**config.mk**
```make
export PLATFORM = sky130hd
export DESIGN_NAME = issue_unit
export DESIGN_NICKNAME = d
export VERILOG_FILES = /design/src/rtl/issue_unit.sv
export SDC_FILE = /design/constraint.sdc
export NUM_CORES = 1
export LEC_CHECK = 0
export ABC_AREA = 1
export CAP_MARGIN = 40
export CORE_UTILIZATION = 47
export DETAILED_ROUTE_END_ITERATION = 10
export PLACE_DENSITY = 0.75
export SLEW_MARGIN = 20
export SYNTH_ARGS = -nofsm -noshare
export SYNTH_HDL_FRONTEND = slang
export SYNTH_SLANG_ARGS = --single-unit
```
**constraint.sdc**
```tcl
create_clock -name clk -period 5.2 [get_ports clk]
set_input_delay 1.3 -clock clk [delete_from_list [all_inputs] [get_ports clk]]
set_output_delay 1.3 -clock clk [all_outputs]
set_load 0.005 [all_outputs]
```
**src/rtl/issue_unit.sv**
```systemverilog
// ---------------------------------------------------------------------------
// issue_unit
//   Per-SM issue arbiter sitting at the consumer end of the IBuffer issue
//   handshake. Each cycle it picks at most one requesting warp for issue to
//   the Operand Collector and, independently, at most one warp for release to
//   the RAU. Both picks are round-robin. It also tracks per-warp
//   branch-pending and exited state, so a warp cannot issue past an
//   unresolved BEQ/BLT and cannot issue again after EXIT until the RAU
//   restarts it.
//
// Handshake: req_IB_IU[w] / exit_req_IB_IU[w] are the per-warp valids and
//   grt_IU_IB[w] / exit_grt_IU_IB[w] are the matching readies. A transfer
//   happens in the cycle where both are high. Grants are combinational from
//   the requests and the current state, and a valid may drop at any time.
//
// Ports
//   clk, rst                   clock, synchronous active-high reset
//   req_IB_IU      [N]         per-warp issue request
//   grt_IU_IB      [N]         one-hot/zero issue grant
//   exit_req_IB_IU [N]         per-warp exit request
//   exit_grt_IU_IB [N]         one-hot/zero exit grant
//   BEQ_IB_OC, BLT_IB_OC       granted instruction is a conditional branch
//   OC_full_OC_IU              Operand Collector full, blocks issue grants
//   br_resolve_valid_SIMT_IU   a branch has been resolved this cycle
//   br_resolve_warpID_SIMT_IU  warp whose branch is resolved
//   warp_start_RAU_IU [N]      RAU (re)starts a warp, clears exited/br_pend
//   issue_count_IU [32]        saturating issued-instruction counter
// ---------------------------------------------------------------------------
module issue_unit #(
  parameter int NUM_WARPS    = 8,
  parameter int LOGNUM_WARPS = $clog2(NUM_WARPS)
) (
  input  logic                    clk,
  input  logic                    rst,
  input  logic [NUM_WARPS-1:0]    req_IB_IU,
  output logic [NUM_WARPS-1:0]    grt_IU_IB,
  input  logic [NUM_WARPS-1:0]    exit_req_IB_IU,
  output logic [NUM_WARPS-1:0]    exit_grt_IU_IB,
  input  logic                    BEQ_IB_OC,
  input  logic                    BLT_IB_OC,
  input  logic                    OC_full_OC_IU,
  input  logic                    br_resolve_valid_SIMT_IU,
  input  logic [LOGNUM_WARPS-1:0] br_resolve_warpID_SIMT_IU,
  input  logic [NUM_WARPS-1:0]    warp_start_RAU_IU,
  output logic [31:0]             issue_count_IU
);

  // State
  logic [LOGNUM_WARPS-1:0] rr_ptr;
  logic [LOGNUM_WARPS-1:0] exit_ptr;
  logic [NUM_WARPS-1:0]    br_pend;
  logic [NUM_WARPS-1:0]    exited;
  logic [31:0]             issue_count;

  // Next state
  logic [LOGNUM_WARPS-1:0] rr_ptr_nxt;
  logic [LOGNUM_WARPS-1:0] exit_ptr_nxt;
  logic [NUM_WARPS-1:0]    br_pend_nxt;
  logic [NUM_WARPS-1:0]    exited_nxt;
  logic [31:0]             issue_count_nxt;

  // Arbitration
  logic [NUM_WARPS-1:0]    elig;
  logic [NUM_WARPS-1:0]    exit_elig;
  logic [NUM_WARPS-1:0]    grt;
  logic [NUM_WARPS-1:0]    exit_grt;
  logic                    grt_any;
  logic                    exit_any;
  logic [LOGNUM_WARPS-1:0] grt_id;
  logic [LOGNUM_WARPS-1:0] exit_id;

  // -------------------------------------------------------------------------
  // Issue pick: scan rr_ptr, rr_ptr+1, ... The index sum is LOGNUM_WARPS bits
  // wide, so the wrap modulo NUM_WARPS comes for free (NUM_WARPS is 2^k).
  // Grants are suppressed during reset.
  // -------------------------------------------------------------------------
  always_comb begin : issue_pick
    grt     = '0;
    grt_any = 1'b0;
    grt_id  = '0;
    if (rst || OC_full_OC_IU) elig = '0;
    else                      elig = req_IB_IU & ~br_pend & ~exited;
    for (int i = 0; i < NUM_WARPS; i++) begin
      if (!grt_any && elig[rr_ptr + LOGNUM_WARPS'(i)]) begin
        grt_any = 1'b1;
        grt_id  = rr_ptr + LOGNUM_WARPS'(i);
      end
    end
    if (grt_any) grt[grt_id] = 1'b1;
  end

  // -------------------------------------------------------------------------
  // Exit pick: same scan from exit_ptr. Masking with the issue grant keeps a
  // warp from being issue- and exit-granted in the same cycle. OC_full does
  // not apply here.
  // -------------------------------------------------------------------------
  always_comb begin : exit_pick
    exit_grt = '0;
    exit_any = 1'b0;
    exit_id  = '0;
    if (rst) exit_elig = '0;
    else     exit_elig = exit_req_IB_IU & ~exited & ~br_pend & ~grt;
    for (int i = 0; i < NUM_WARPS; i++) begin
      if (!exit_any && exit_elig[exit_ptr + LOGNUM_WARPS'(i)]) begin
        exit_any = 1'b1;
        exit_id  = exit_ptr + LOGNUM_WARPS'(i);
      end
    end
    if (exit_any) exit_grt[exit_id] = 1'b1;
  end

  // -------------------------------------------------------------------------
  // Next-state logic.
  // br_pend priority (lowest to highest): resolve clear, branch set, restart
  // clear. A resolve for a non-pending warp is a harmless no-op.
  // exited: restart clear beats a same-cycle exit grant.
  // -------------------------------------------------------------------------
  always_comb begin : next_state
    br_pend_nxt = br_pend;
    if (br_resolve_valid_SIMT_IU)
      br_pend_nxt[br_resolve_warpID_SIMT_IU] = 1'b0;
    if (grt_any && (BEQ_IB_OC || BLT_IB_OC))
      br_pend_nxt[grt_id] = 1'b1;
    br_pend_nxt = br_pend_nxt & ~warp_start_RAU_IU;

    exited_nxt = (exited | exit_grt) & ~warp_start_RAU_IU;

    rr_ptr_nxt   = grt_any  ? grt_id  + LOGNUM_WARPS'(1) : rr_ptr;
    exit_ptr_nxt = exit_any ? exit_id + LOGNUM_WARPS'(1) : exit_ptr;

    if (grt_any && (issue_count != 32'hFFFF_FFFF))
      issue_count_nxt = issue_count + 32'd1;
    else
      issue_count_nxt = issue_count;
  end

  // -------------------------------------------------------------------------
  // State registers
  // -------------------------------------------------------------------------
  always_ff @(posedge clk) begin : state_reg
    if (rst) begin
      rr_ptr      <= '0;
      exit_ptr    <= '0;
      br_pend     <= '0;
      exited      <= '0;
      issue_count <= '0;
    end else begin
      rr_ptr      <= rr_ptr_nxt;
      exit_ptr    <= exit_ptr_nxt;
      br_pend     <= br_pend_nxt;
      exited      <= exited_nxt;
      issue_count <= issue_count_nxt;
    end
  end

  // -------------------------------------------------------------------------
  // Outputs. The counter reads zero for the whole reset window, including the
  // first cycle before the synchronous clear lands.
  // -------------------------------------------------------------------------
  always_comb begin : outputs
    grt_IU_IB      = grt;
    exit_grt_IU_IB = exit_grt;
    issue_count_IU = rst ? 32'd0 : issue_count;
  end

  // Grant invariants
  always_ff @(posedge clk) begin : invariants
    if (!rst) begin
      assert ($onehot0(grt_IU_IB))
        else $error("issue grant not one-hot: %b", grt_IU_IB);
      assert ($onehot0(exit_grt_IU_IB))
        else $error("exit grant not one-hot: %b", exit_grt_IU_IB);
      assert ((grt_IU_IB & exit_grt_IU_IB) == '0)
        else $error("issue and exit grant overlap: %b %b", grt_IU_IB, exit_grt_IU_IB);
      assert ((grt_IU_IB & ~req_IB_IU) == '0)
        else $error("issue grant without request: %b %b", grt_IU_IB, req_IB_IU);
    end
  end

endmodule
```
After elaboration in Yosys (flattened, before gate mapping)
Index checks and enable logic that the tools add are counted.
{"block": "word_totals", "reg_bits": 54, "word_cells": 172, "out_inout_bits": 48, "input_bits": 33}
{"block": "classes", "reduce_logical": 35, "magnitude_cmp": 22, "n_eq_ne": 1, "add_sub_neg": 17, "n_mux": 77, "n_bitwise": 15}
{"operator": "$lt A3 B4 Y1 const B", "n": 19}
{"operator": "$and A8 B8 Y8", "n": 8}
{"operator": "$bmux W1 S3", "n": 16}
{"operator": "$mux W3", "n": 16}
{"operator": "$mux W8", "n": 6}
{"operator": "$not A8 Y8", "n": 5}
{"operator": "$mux W1", "n": 35}
{"operator": "$add A32 B1 Y32 const B", "n": 1}
{"operator": "$mux W32", "n": 1}
{"operator": "$ne A32 B32 Y1 const B", "n": 1}
{"operator": "$add A3 B3 Y3 const B", "n": 8}
{"operator": "$logic_and A1 B1 Y1", "n": 19}
{"operator": "$or A8 B8 Y8", "n": 2}
{"operator": "$logic_not A1 Y1", "n": 14}
{"operator": "$add A3 B1 Y3 const B", "n": 4}
{"operator": "$add A3 B2 Y3 const B", "n": 4}
{"operator": "$demux W1 S3", "n": 3}
{"operator": "$ge A3 B1 Y1 const B", "n": 3}
{"operator": "$logic_or A1 B1 Y1", "n": 2}

Longest topological paths before layout
{"block": "logic_depth", "word_depth": 67, "ltp_mapped": 36, "ltp_nobuf": 35}

Worst setup path after synthesis
Ideal clock, no wire load.
{"block": "synth_timing", "path_kind": "in2out", "from": "input OC_full_OC_IU", "to": "output exit_grt_IU_IB[4]", "path_stages": 28, "n_path_buf": 1, "t_required_ps": 3900, "arrival_time_ps": 4034, "slack_ps": -134, "path_cell_list": "nor2_4 -> buf_6 -> nand4_2 -> nand2_1 -> nand2_1 -> nand3_1 -> nand2_2 -> nand3_1 -> nand2_1 -> nor2_2 -> nand3_1 -> nor2_2 -> nand3_4 -> nor2_4 -> nand2_2 -> nand3_2 -> nand3_2 -> nand3_1 -> nand2_1 -> nor2_2 -> nand4_4 -> nor2_4 -> nand3_2 -> nor2_2 -> nor2_2 -> nor2_2 -> nand2_1 -> inv_1"}
{"block": "synth_via", "elab_chain_len": 63, "word_cells_on_any_way": 109, "classes_between": "order compare (4); mux (72); bitwise (2); reduce/logical (31)"}
{"item": "start: declaration", "line": "41", "source": "input logic OC_full_OC_IU,"}
{"item": "$logic_or A1 B1 Y1 (*)", "line": "81", "source": "if (rst || OC_full_OC_IU) elig = '0;"}
{"item": "$mux W8 (*)", "line": "81"}
{"item": "$bmux W1 S3", "line": "84", "source": "if (!grt_any && elig[rr_ptr + LOGNUM_WARPS'(i)]) begin"}
{"item": "$mux W1 (not written as such)", "line": "84"}
{"item": "$mux W1", "line": "84"}
{"item": "$logic_not A1 Y1", "line": "84"}
{"item": "$logic_and A1 B1 Y1", "line": "84"}
{"item": "$mux W1", "line": "84"}
{"item": "[47 not listed]"}
{"item": "$logic_not A1 Y1", "line": "104", "source": "if (!exit_any && exit_elig[exit_ptr + LOGNUM_WARPS'(i)]) begin"}
{"item": "$logic_and A1 B1 Y1", "line": "104"}
{"item": "$mux W3", "line": "104"}
{"item": "$lt A3 B4 Y1 (not written as such) or $ge A3 B1 Y1 (tied branches)", "line": "109", "source": "if (exit_any) exit_grt[exit_id] = 1'b1;"}
{"item": "$logic_and A1 B1 Y1 (not written as such)", "line": "109"}
{"item": "$mux W1 (not written as such)", "line": "109"}
{"item": "$demux W1 S3", "line": "109"}
{"item": "$mux W8 (*)", "line": "109"}
{"item": "end: declaration", "line": "38", "source": "output logic [NUM_WARPS-1:0] exit_grt_IU_IB,"}
Every way passes the cells marked *; elsewhere a longest branch is shown, timed or not. The select of a mux whose other input is x is not followed.

Worst setup path in the final report
Same ends and word-level chain as after synthesis.

==> results.toml <==
[outcome]
status = "finished, violations left"
violations = "setup timing"

[die]
die_area_mm2 = 0.0101
row_count = 35
fp.dieW_um = 101
die_y_um = 101
core_area_mm2 = 0.00933
start_util = 0.491
pin_count = 81

[global_route]
antenna_found_initial = 0
grt_max_degree = 59
grt.total_usage = 0.345
grt_pass1_wl_mm = 27.4
gr-total-overflow = 0
grt_pass1_vias = 5929

[synth]
yosys_warnings = 0
syn_inst = 753
netlist_area_mm2 = 0.00458
synthArstFlopShare = 0
synth_flop_cell = "dfxtp_1"
avgSynthCellArea_um2 = 6.08
syn-num-nets = 793
synth-seq-area-share = 0.236
ys_types = 44
synth_edf_count = 0
ys_ff_latch = 54

[sta]
rsz0062_at_grt = "true"
holdWs_ps = 475
finalMaxSlewViolations = 0
slew-limit-headroom = 0.585
worst_slew_pin_slew_ps = 623
fmax_mhz = 148
skew_ps = 16.2
setup_viol = 20
fin_crit_sh = 1.30
layout_min_cycle_time_ps = 6740
final_hold_viol_count = 0
fin_ws_ps = -1540

[clock_network]
max-clock-path-buffers = 2
worstSkewPairLatency_ps = 330
tritoncts = "done"
clkTransAtPathRegs_ps = 110
numCtsBuffers = 5
cts_root_buf = "clkbuf_8"
h-tree-depth = 2
clkSinkCount = 54

[placement]
place_congestion = 0.943
port_buffers = 80
dpl_worst_slack_ps = -1590
place_hpwl_mm = 12.1

[worst_setup_path]
crit_required_ps = 3900
critPathSlowestCell = "nor2_4"
worst_path_most_repeated_cell = "nor2_4"
worstReg2RegEnd = "exited[0]$_SDFF_PP0_"
worstPathMaxFanout = 7
crit_arrival_ps = 5440
reg2reg_slack_ps = -920
end_kind = "primary output"
cp_slowest_stage_delay_ps = 240
path_class = "in -> out"
startpoint_type = "primary input"
rr_worst_depth = 40
r2r_start = "rr_ptr[0]$_SDFFE_PP0P_"

[route]
drc = 0
ant_nets = 0
dr.first_iter.drc_count = 829
wl_per_cell_um = 20.3
dr.pass1.iters = 8
via_count = 6818
viasPerCell = 6.11
routed_wl_mm = 22.6

[hold_path]
hp-start = "exited[0]$_SDFF_PP0_"
worst_hold_path.endpoint = "exited[0]$_SDFF_PP0_"
hold_path.class = "reg -> reg"
holdPathStages = 2

[cells_and_area]
num-nets-final = 1027
post_route_cells_drive_above_1_share = 0.422
fill_cells = 522
diodes = 0
syn_to_final_growth_pct = 73.0

[flow_run]
drv_cap = 0
-- logic make-up after synthesis --
family / after synthesis / share of synthesized area
simple gates: 464 / 0.510
flops: 54 / 0.236
xor+xnor: 5 / 0.00957
fa+ha+maj: 7 / 0.0191
compound gates: 86 / 0.109
buf+inv: 137 / 0.116
-- synthesized netlist by cell type (10+ instances only) --
cell type	instances	share of area
a21oi_1	39	0.043
nand2_2	10	0.014
nor2_1	91	0.075
nand3_1	115	0.13
clkbuf_1	12	0.0098
nand3_2	19	0.042
or2_2	10	0.014
nor3_1	19	0.021
nand2_1	143	0.12
inv_2	10	0.0082
inv_1	106	0.087
dfxtp_1	54	0.24
o21ai_0	30	0.033
nand4_1	14	0.019
nor2_2	15	0.020
-- worst max-delay path: cells and delay by family --
| family | cells | cell delay, ps |
|---|---|---|
| and+or+nand+nor | 26 | 3380 |
| buffers and inverters | 7 | 740 |
-- registers in the layout, indices dropped and copies added, names as in the netlist --
name and cells:
exit_ptr 3, issue_count 32, rr_ptr 3, exited 8, br_pend 8
-- worst max path at each step --
stage,startpoint,endpoint,slack (ps),depth (start not counted)
floorplan,OC_full_OC_IU,exit_grt_IU_IB[5],-130,28
global placement,OC_full_OC_IU,exit_grt_IU_IB[5],-1590,30
detailed placement,OC_full_OC_IU,exit_grt_IU_IB[4],-1590,29
CTS,rst,exit_grt_IU_IB[3],-910,30
global route,OC_full_OC_IU,exit_grt_IU_IB[4],-1600,31
finish,OC_full_OC_IU,exit_grt_IU_IB[4],-1540,33
-- layout make-up --
class	instances	area (um2)	share of cell area
well taps	129	161	0.0204
clock inverters	2	13.8	0.00174
clock buffers	5	68.8	0.00869
inverters	117	447	0.0564
repair buffers	247	2150	0.271
multi-input cells	562	4000	0.505
flip-flops and latches	54	1080	0.136
-- what timing repair did --
action	4_1_cts	5_1_grt
buffers inserted	50	21
hold endpoints to repair	0	0
hold buffers	0	0
pin swaps	55	74
gates resized for setup	147	148
gates cloned	2	1
setup endpoints to repair	16	22
-- cell usage in the layout, fill, tap and decap left out, drive strengths merged, types with 2 or more instances in the layout --
cell,Yosys,final
nand3,135,135
dlymetal6s2s,0,4
nor4,5,5
ha,7,7
a21oi,44,44
nand4,22,22
nor3b,3,3
clkdlybuf4s50,0,55
nor3,21,21
or2,10,10
nand2,153,153
and3,2,2
clkbuf,13,8
a211oi,2,2
a31oi,2,2
o21a,3,3
nor2,111,111
inv,117,118
o21ai,30,30
dlygate4sd2,0,9
xor2,4,4
dfxtp,54,54
buf,7,175
-- per-layer routing --
layer	wire, um	GRT usage	vias to the layer above	part of all wire
met3	2430	0.0569	218	0.11
met5	0	0	-	0
li1	-	-	2932	-
met1	8050	0.415	3100	0.36
met4	1990	0.197	0	0.088
met2	10100	0.581	568	0.45
-- through the flow --
| stage | TNS [ps] | utilization | area, um2 | std cells |
|---|---|---|---|---|
| 3_5_place_dp | -15120 | 0.667 | 6220 | 1039 |
| 6_report | -15260 | 0.849 | 7920 | 1116 |
| 2_1_floorplan | -831 | - | 4620 | 753 |
| 5_1_grt | -16470 | 0.849 | 7920 | 1116 |
| 4_1_cts | -7660 | 0.766 | 7140 | 1096 |
| 3_3_place_gp | -14990 | 0.667 | 6220 | 1039 |
Power is left out: the tool's default activity adds up to more than one toggle a clock period on the data nets, which glitch-free logic cannot reach.
